`src/rtl/irq_controller.sv`:
```
// irq_controller: machine timer, edge-latched external lines and a held single-request arbiter
module irq_controller #(
  parameter int N_EXT = 4,
  parameter int PRESCALE = 1
) (
  input  logic             clk,
  input  logic             rst,
  input  logic [N_EXT-1:0] ext_irq,
  input  logic             irq_ack,
  input  logic             bus_we,
  input  logic             bus_re,
  input  logic [3:0]       bus_addr,
  input  logic [31:0]      bus_wdata,
  output logic [31:0]      bus_rdata,
  output logic             interrupt,
  output logic [31:0]      intr_cause
);
  localparam int W = N_EXT + 1;
  typedef enum logic [1:0] {IDLE, REQ, GAP} state_t;
  state_t state, state_n;
  logic [31:0] pre, mtime, mtimecmp, rd;
  logic [W-1:0] en, pend, act, set, clr;
  logic [N_EXT-1:0] s1, s2, prev;
  logic [1:0] primed;
  logic [3:0] win, gnt;
  logic tcmp, tcmp_q, wrap, any, wr_time, wr_cmp, wr_en, wr_pend, unused_addr;
  assign unused_addr = ^bus_addr[1:0];
  assign wr_time = bus_we && bus_addr[3:2] == 2'd0;
  assign wr_cmp = bus_we && bus_addr[3:2] == 2'd1;
  assign wr_en = bus_we && bus_addr[3:2] == 2'd2;
  assign wr_pend = bus_we && bus_addr[3:2] == 2'd3;
  assign wrap = pre == 32'(PRESCALE - 1);
  assign tcmp = mtime >= mtimecmp;
  assign act = pend & en;
  assign any = |act;
  assign interrupt = state == REQ;
  // prev starts high and is frozen until the synchronizers hold real samples, so a line held through reset is not an edge
  assign set = {s2 & ~prev & {N_EXT{primed[1]}}, tcmp & ~tcmp_q};
  assign clr = (wr_pend ? bus_wdata[W-1:0] : '0)
             | ((state == REQ && irq_ack) ? (W'(1) << gnt) : '0)
             | {{N_EXT{1'b0}}, wr_cmp};
  assign rd = bus_addr[3:2] == 2'd0 ? mtime :
              bus_addr[3:2] == 2'd1 ? mtimecmp :
              bus_addr[3:2] == 2'd2 ? 32'(en) : 32'(pend);
  // bit 0 (timer) is the fallback; lower external indices override higher ones
  always_comb begin
    win = 4'd0;
    for (int i = W - 1; i >= 1; i--) if (act[i]) win = 4'(i);
  end
  always_comb begin
    state_n = state == IDLE ? (any ? REQ : IDLE) :
              state == REQ ? (irq_ack ? GAP : REQ) : IDLE;
  end
  always_ff @(posedge clk) begin
    if (rst) begin
      state <= IDLE;
      pre <= '0;
      mtime <= '0;
      mtimecmp <= '1;
      en <= '0;
      pend <= '0;
      tcmp_q <= 1'b0;
      s1 <= '0;
      s2 <= '0;
      prev <= '1;
      primed <= '0;
      gnt <= '0;
      intr_cause <= '0;
      bus_rdata <= '0;
    end else begin
      state <= state_n;
      pre <= (wr_time || wrap) ? '0 : pre + 32'd1;
      mtime <= wr_time ? bus_wdata : wrap ? mtime + 32'd1 : mtime;
      mtimecmp <= wr_cmp ? bus_wdata : mtimecmp;
      en <= wr_en ? bus_wdata[W-1:0] : en;
      pend <= (pend & ~clr) | set;
      tcmp_q <= tcmp && !wr_cmp;
      s1 <= ext_irq;
      s2 <= s1;
      primed <= {primed[0], 1'b1};
      prev <= primed[1] ? s2 : prev;
      if (state == IDLE && any) begin
        gnt <= win;
        intr_cause <= win == 4'd0 ? 32'h8000_0007 : 32'h8000_000F + 32'(win);
      end
      if (bus_re) bus_rdata <= rd;
    end
  end
endmodule

```
`config.mk`:
```
export PLATFORM = sky130hd
export DESIGN_NAME = irq_controller
export DESIGN_NICKNAME = d
export VERILOG_FILES = /design/src/rtl/irq_controller.sv
export SDC_FILE = /design/constraint.sdc
export NUM_CORES = 1
export LEC_CHECK = 0
export ABC_AREA = 0
export BUFFER_PORTS_ARGS = -buffer_cell sky130_fd_sc_hd__buf_2
export CORE_MARGIN = 5
export CORE_UTILIZATION = 40
export CTS_CLUSTER_SIZE = 25
export DETAILED_ROUTE_END_ITERATION = 12
export SYNTH_ARGS = -nofsm -noshare
export SYNTH_HDL_FRONTEND = slang
export SYNTH_SLANG_ARGS = --single-unit
```
`constraint.sdc`:
```
create_clock -name clk -period 4.94 [get_ports clk]
set_input_delay 0.247 -clock clk [delete_from_list [all_inputs] [get_ports clk]]
set_output_delay 0.247 -clock clk [all_outputs]
set_load 0.01 [all_outputs]
```
Word level (Yosys, flattened, before mapping) --
Cells that the tools add are included.
Word-level totals: input bits 45, output and inout bits 65, word-level logic and storage cells 68, flip-flop bits (word level) 191
Operators by class: bitwise gates (word level) 11, shifts and indexed selects 1, add/subtract/negate cells 3, reduce and logical (&&, ||, !) cells 16, magnitude comparators 1, eq/ne operators 4, multiplexer cells 17
Operators by type and width (number):
- 2-to-1 mux 32 bit | 5
- adder 32 x 1 -> 32 bit, second input constant | 2
- adder 32 x 4 -> 32 bit, first input constant | 1
- greater-or-equal comparator 32 bit | 1
- logical NOT 32 bit | 1
- 2-to-1 mux 5 bit | 3
- 2-to-1 mux 4 bit | 3
- AND 5 bit | 2
- OR 5 bit | 2
- AND 4 bit | 2
- logical AND 1 bit | 7
- 2-to-1 mux 2 bit | 3
- NOT 5 bit | 1
- OR 5 x 1 -> 5 bit | 1
- OR reduction 5 bit | 1
- left shift 1 x 4 -> 5 bit, first input constant | 1
- equality test 2 x 1 -> 1 bit, second input constant | 2
- equality test 2 bit, second input constant | 2
- logical NOT 2 bit | 2
- logical NOT 4 bit | 1
- NOT 4 bit | 1
- 2-to-1 mux 3 bit | 1
- 2-to-1 mux 1 bit | 2
- nonzero test 2 bit | 1
- 5 further kinds | 5

Logic depth before layout (Yosys ltp) --
depth after elaboration 8, gate-level depth with buffers 9, mapped depth without buffers 7

Worst setup path before layout --
Ideal clock, no wire load.
path type flip-flop to flip-flop, start register pre[0], end register mtime[18], path slack 2813 ps, arrival time 2052 ps, cell stages (with the launch flop) 9, buffers on the path 1, setup time 74 ps, path through dfxtp_1 inv_1 ha_1 nor4b_1 nand4_1 or4b_1 buf_2 or4_1 a31oi_1
On the way: longest elaborated chain between the ends 2
Ends and longest elaborated chain:
- from (decl) | RTL line 21 | logic [31:0] pre, mtime, mtimecmp, rd;
- from (signal assigned) | RTL line 72 | pre <= (wr_time || wrap) ? '0 : pre + 32'd1;
- logical NOT 32 bit | RTL line 32 | assign wrap = pre == 32'(PRESCALE - 1);
- nonzero test 2 bit (no source line)
- to (signal assigned) | RTL line 73 | mtime <= wr_time ? bus_wdata : wrap ? mtime + 32'd1 : mtime;
- to (decl) | RTL line 21
Every way passes these cells. A chain may end at the register's enable or synchronous reset.

Worst setup path after layout --
start register mtime[3], end register mtime[21]
On the way: longest elaborated chain between the ends 3
Ends and longest elaborated chain (RTL line):
- adder 32 x 1 -> 32 bit | 73
- 2-to-1 mux 32 bit (2 in series) | 73
Every way passes these cells. The select of a mux whose other input is x is not followed.

==> report_table.html <==
<table>
<tr><th>Metric</th><th>Value</th></tr>
<tr><th colspan="2">Clock network</th></tr>
<tr><td>Latest clock arrival within the worst-skew pair</td><td>440 ps</td></tr>
<tr><td>Cts bufs inserted</td><td>17</td></tr>
<tr><td>Largest buffer count on any clock path</td><td>2</td></tr>
<tr><td>Clock Tree Root</td><td>clkbuf_16</td></tr>
<tr><td>Clock-pin slew reported for the worst setup and hold paths after clock tree synthesis</td><td>about 70 ps</td></tr>
<tr><td>Post-CTS setup buffer count</td><td>0</td></tr>
<tr><td>CTS tree</td><td>yes</td></tr>
<tr><td>Total clock sinks</td><td>164</td></tr>
<tr><td>Hold-fix buffers at CTS</td><td>0</td></tr>
<tr><td># H-tree levels</td><td>4</td></tr>
<tr><td># resized after CTS</td><td>0</td></tr>
<tr><th colspan="2">STA</th></tr>
<tr><td>Worst clock skew</td><td>~12 ps</td></tr>
<tr><td>Final-layout setup total negative slack</td><td>0 ps</td></tr>
<tr><td>Actual slew at the worst max-slew pin</td><td>991 ps</td></tr>
<tr><td>Final min period</td><td>2890 ps</td></tr>
<tr><td>Slew Limit Headroom</td><td>34.0%</td></tr>
<tr><td>Final Hold Viols</td><td>0</td></tr>
<tr><td>Setup-violating endpoint count in the final report</td><td>0</td></tr>
<tr><td>Maximum achievable frequency</td><td>about 350 MHz</td></tr>
<tr><td>Number of pins exceeding their max-slew limit in the final report</td><td>0</td></tr>
<tr><td>Period Utilization, post-route</td><td>58.4%</td></tr>
<tr><td>RSZ-0062 raised after global routing</td><td>no</td></tr>
<tr><th colspan="2">Floorplanning</th></tr>
<tr><td>Die W</td><td>154 µm</td></tr>
<tr><td>Core box area</td><td>20400 µm²</td></tr>
<tr><td>Die height</td><td>154 µm</td></tr>
<tr><td>Die Outline Area</td><td>approximately 24000 µm²</td></tr>
<tr><td>Ports</td><td>110</td></tr>
<tr><td>Site Rows</td><td>52</td></tr>
<tr><td>Starting utilization of the core area</td><td>between 40% and 50%</td></tr>
<tr><th colspan="2">Cells and area</th></tr>
<tr><td>Final cell area excluding filler cells</td><td>around 9400 µm²</td></tr>
<tr><td>Growth of design area from synthesis to finish</td><td>13.0%</td></tr>
<tr><td># fillers</td><td>2042</td></tr>
<tr><td>Diodes inserted</td><td>0</td></tr>
<tr><td>Fin nets</td><td>1105</td></tr>
<tr><td>Share of final-layout standard cells stronger than drive strength 1</td><td>around 16%</td></tr>
<tr><th colspan="2">Synth</th></tr>
<tr><td>Synthesized cell area</td><td>approximately 8300 µm²</td></tr>
<tr><td>Area share of the largest cell type after synthesis</td><td>39.4%</td></tr>
<tr><td>Area fraction in and, or, nand and nor cells after synthesis</td><td>22.3%</td></tr>
<tr><td>Synth Area per Inst</td><td>8.56 µm²</td></tr>
<tr><td>Synth area leaders</td><td>dfxtp_1 (39%), ha_1 (5.7%), nor2_1 (4.4%), mux2_2 (3.5%), nand2_1 (3.5%)</td></tr>
<tr><td>Sequential fraction of the synthesis area</td><td>between 30% and 40%</td></tr>
<tr><td>Count of flip-flops with a built-in enable after synthesis</td><td>0</td></tr>
<tr><td>Cell count after synthesis</td><td>973</td></tr>
<tr><td>Seq cells post-synth</td><td>~160</td></tr>
<tr><td>Most frequent cells after synthesis</td><td>dfxtp_1 (164), nor2_1 (97), nand2_1 (77), a21oi_1 (54), inv_1 (52)</td></tr>
<tr><td>Top flip-flop cell by instance count after synthesis</td><td>dfxtp_1</td></tr>
<tr><td>Yosys warnings</td><td>0</td></tr>
<tr><td>Post-Synth XOR/XNOR Area</td><td>2.95%</td></tr>
<tr><td>Number of different library cells in the post-synthesis netlist</td><td>59</td></tr>
<tr><td>Most frequently used cell type in the post-synthesis netlist</td><td>dfxtp_1</td></tr>
<tr><td>Share of the synthesized area in compound gates (AO/OA/AOI/OAI)</td><td>15.1%</td></tr>
<tr><td>Cell type with the largest total area after synthesis</td><td>dfxtp_1</td></tr>
<tr><td>Post-synthesis share of cell area spent on full adders, half adders and majority gates</td><td>5.71%</td></tr>
<tr><td>FFs w/ async S/R, synth</td><td>0%</td></tr>
<tr><td>Share of cell area taken by muxes after synthesis</td><td>6.91%</td></tr>
<tr><td>Dominant combinational cell family by area after synthesis</td><td>simple AND/OR/NAND/NOR gates</td></tr>
<tr><th colspan="2">Route</th></tr>
<tr><td>Initial DRC Count</td><td>about 290</td></tr>
<tr><td>Number of nets with antenna violations after detailed routing</td><td>0</td></tr>
<tr><td>Via total after detailed routing</td><td>between 6000 and 7000</td></tr>
<tr><td>Initial DRT Pass Iterations</td><td>5</td></tr>
<tr><td>Wire length after detailed routing</td><td>~20 mm</td></tr>
<tr><td>DRC violation count after routing</td><td>0</td></tr>
<tr><td>Mean number of vias per cell</td><td>5.23</td></tr>
<tr><td>Average wire per cell in the routed design</td><td>15.4 µm</td></tr>
<tr><th colspan="2">GRT</th></tr>
<tr><td>Largest net degree at the start of global routing</td><td>68</td></tr>
<tr><td>Wire length of the first global-routing pass</td><td>33.7 mm</td></tr>
<tr><td>Initial antenna violation count</td><td>0</td></tr>
<tr><td>Number of global-route vias before repair</td><td>approximately 6600</td></tr>
<tr><td>Sum of overflow across all layers after global routing</td><td>0</td></tr>
<tr><td>Total global-route track usage</td><td>17.2%</td></tr>
<tr><th colspan="2">Power</th></tr>
<tr><td>P per Cell Area</td><td>326 nW/µm²</td></tr>
<tr><td>Internal power</td><td>2.26 mW</td></tr>
<tr><td>Part of the power in registers</td><td>46.1%</td></tr>
<tr><td>Lkg Pwr</td><td>~3.8 nW</td></tr>
<tr><td>Net load switching power</td><td>0.799 mW</td></tr>
<tr><td>Fraction of power consumed by the clock network</td><td>45.6%</td></tr>
<tr><td>Switching Fraction</td><td>a little over a quarter</td></tr>
<tr><td>Combinational group share of total power</td><td>under 10%</td></tr>
<tr><td>Largest vdd supply drop</td><td>239 µV</td></tr>
<tr><th colspan="2">Placement</th></tr>
<tr><td>Area of placed instances</td><td>8790 µm²</td></tr>
<tr><td>Detailed placement HPWL</td><td>about 14 mm</td></tr>
<tr><td>Weighted congestion at the end of routability-driven global placement</td><td>0.803</td></tr>
<tr><td>Number of buffers added on ports</td><td>81</td></tr>
<tr><th colspan="2">Hold path</th></tr>
<tr><td>Class of the worst hold path</td><td>in -&gt; reg</td></tr>
<tr><th colspan="2">Setup path</th></tr>
<tr><td>Data arrival, critical path</td><td>3240 ps</td></tr>
<tr><td>CP startpoint kind</td><td>flip-flop</td></tr>
<tr><td>Crit end category</td><td>flip-flop</td></tr>
<tr><td>Critical path start-end classification</td><td>reg -&gt; reg</td></tr>
<tr><td>Crit Path Max Fanout</td><td>23</td></tr>
<tr><td>Required time of the critical path</td><td>5300 ps</td></tr>
<tr><th colspan="2">Flow run</th></tr>
<tr><td>Number of max-capacitance violations reported</td><td>0</td></tr>
<tr><th colspan="2">Run status</th></tr>
<tr><td>Status</td><td>completed</td></tr>
</table>
## cell usage in the layout, fill, tap and decap left out, types with 9 or more instances in the layout
cell	n
o211ai_1	32
and3_1	9
nor4_1	15
inv_1	51
a31oi_1	22
mux2i_1	17
nand3_1	24
xnor2_1	23
or4_1	16
nand4_1	19
mux2_2	26
ha_1	38
nor2_1	96
dfxtp_1	164
or3_1	17
o31ai_1	14
nor2b_1	38
conb_1	26
buf_2	81
nor3_1	12
clkbuf_16	17
nand2_1	77
a21oi_1	54
o21ai_0	50
## critical path, stage by stage, from the launching register on
cell,delay (ps)
dfxtp_1,470
nand4_1,660
nor2_1,350
or4b_4,650
or4_1,500
a31oi_1,170
## layer usage
layer	global-route usage [%]	wire length, µm	vias up
met3	4.33	1050	16
li1	-	-	3524
met2	28.3	9260	139
met4	4.04	176	0
met5	0	0	-
met1	22.7	9600	3146
## area by class of cell
cell class                 count  area [µm²]  area share (%)
timing repair buffer          87         450            4.79
sequential                   164        3280            34.9
inverter                      52         195            2.08
clock buffer                  18         439            4.67
clock inverter                14         175            1.86
multi-input combinational    700        4530            48.1
tap                          270         338            3.59
## final timing paths
path	cells after the start	slack, ps	to	from
worst max register to register	5	2050	mtime[21]	mtime[3]
worst max-delay path	5	2050	mtime[21]	mtime[3]
worst min register to register	1	430	s2[0]	s1[0]
worst min-delay path	2	20	s1[1]	ext_irq[1]
## per-stage QoR
stage | setup slack (ps) | util [%] | total power, mW | cells | hold WS (ps)
2_1_floorplan | 2810 | - | 1.62 | 998 | 375
3_3_place_gp | 2140 | 43.2 | 1.69 | 1273 | 415
3_5_place_dp | 2110 | 43.2 | 1.70 | 1273 | 425
4_1_cts | 2060 | 46.2 | 3.09 | 1305 | 15.0
5_1_grt | 1880 | 46.2 | 3.19 | 1305 | 15.8
6_report | 2050 | 46.2 | 3.06 | 1305 | 22.1
## power groups by stage
stage	clock [mW]	combinational, mW	sequential, mW
floorplan	0	0.188	1.43
global placement	0	0.252	1.44
detailed placement	0	0.254	1.44
CTS	1.42	0.256	1.41
global route	1.48	0.289	1.42
finish	1.40	0.253	1.41
## flip-flops by register name (all words and copies together), names as in the netlist
register,count
mtimecmp,32
tcmp_q,1
s2,4
mtime,32
pend,5
pre,32
bus_rdata,32
s1,4
gnt,3
primed,2
intr_cause,6
en,5
prev,4
state,2
## logic make-up (layout without fill, tap and decap cells)
family,Yosys count,in the layout
AO/OA/AOI/OAI,202,202
flip-flops,164,164
multiplexers,48,48
other,1,26
adder cells (fa/ha/maj),38,38
AND/OR/NAND/NOR,358,358
XOR/XNOR,28,28
buffers and inverters,134,171
(Power assumes the default switching activity.)
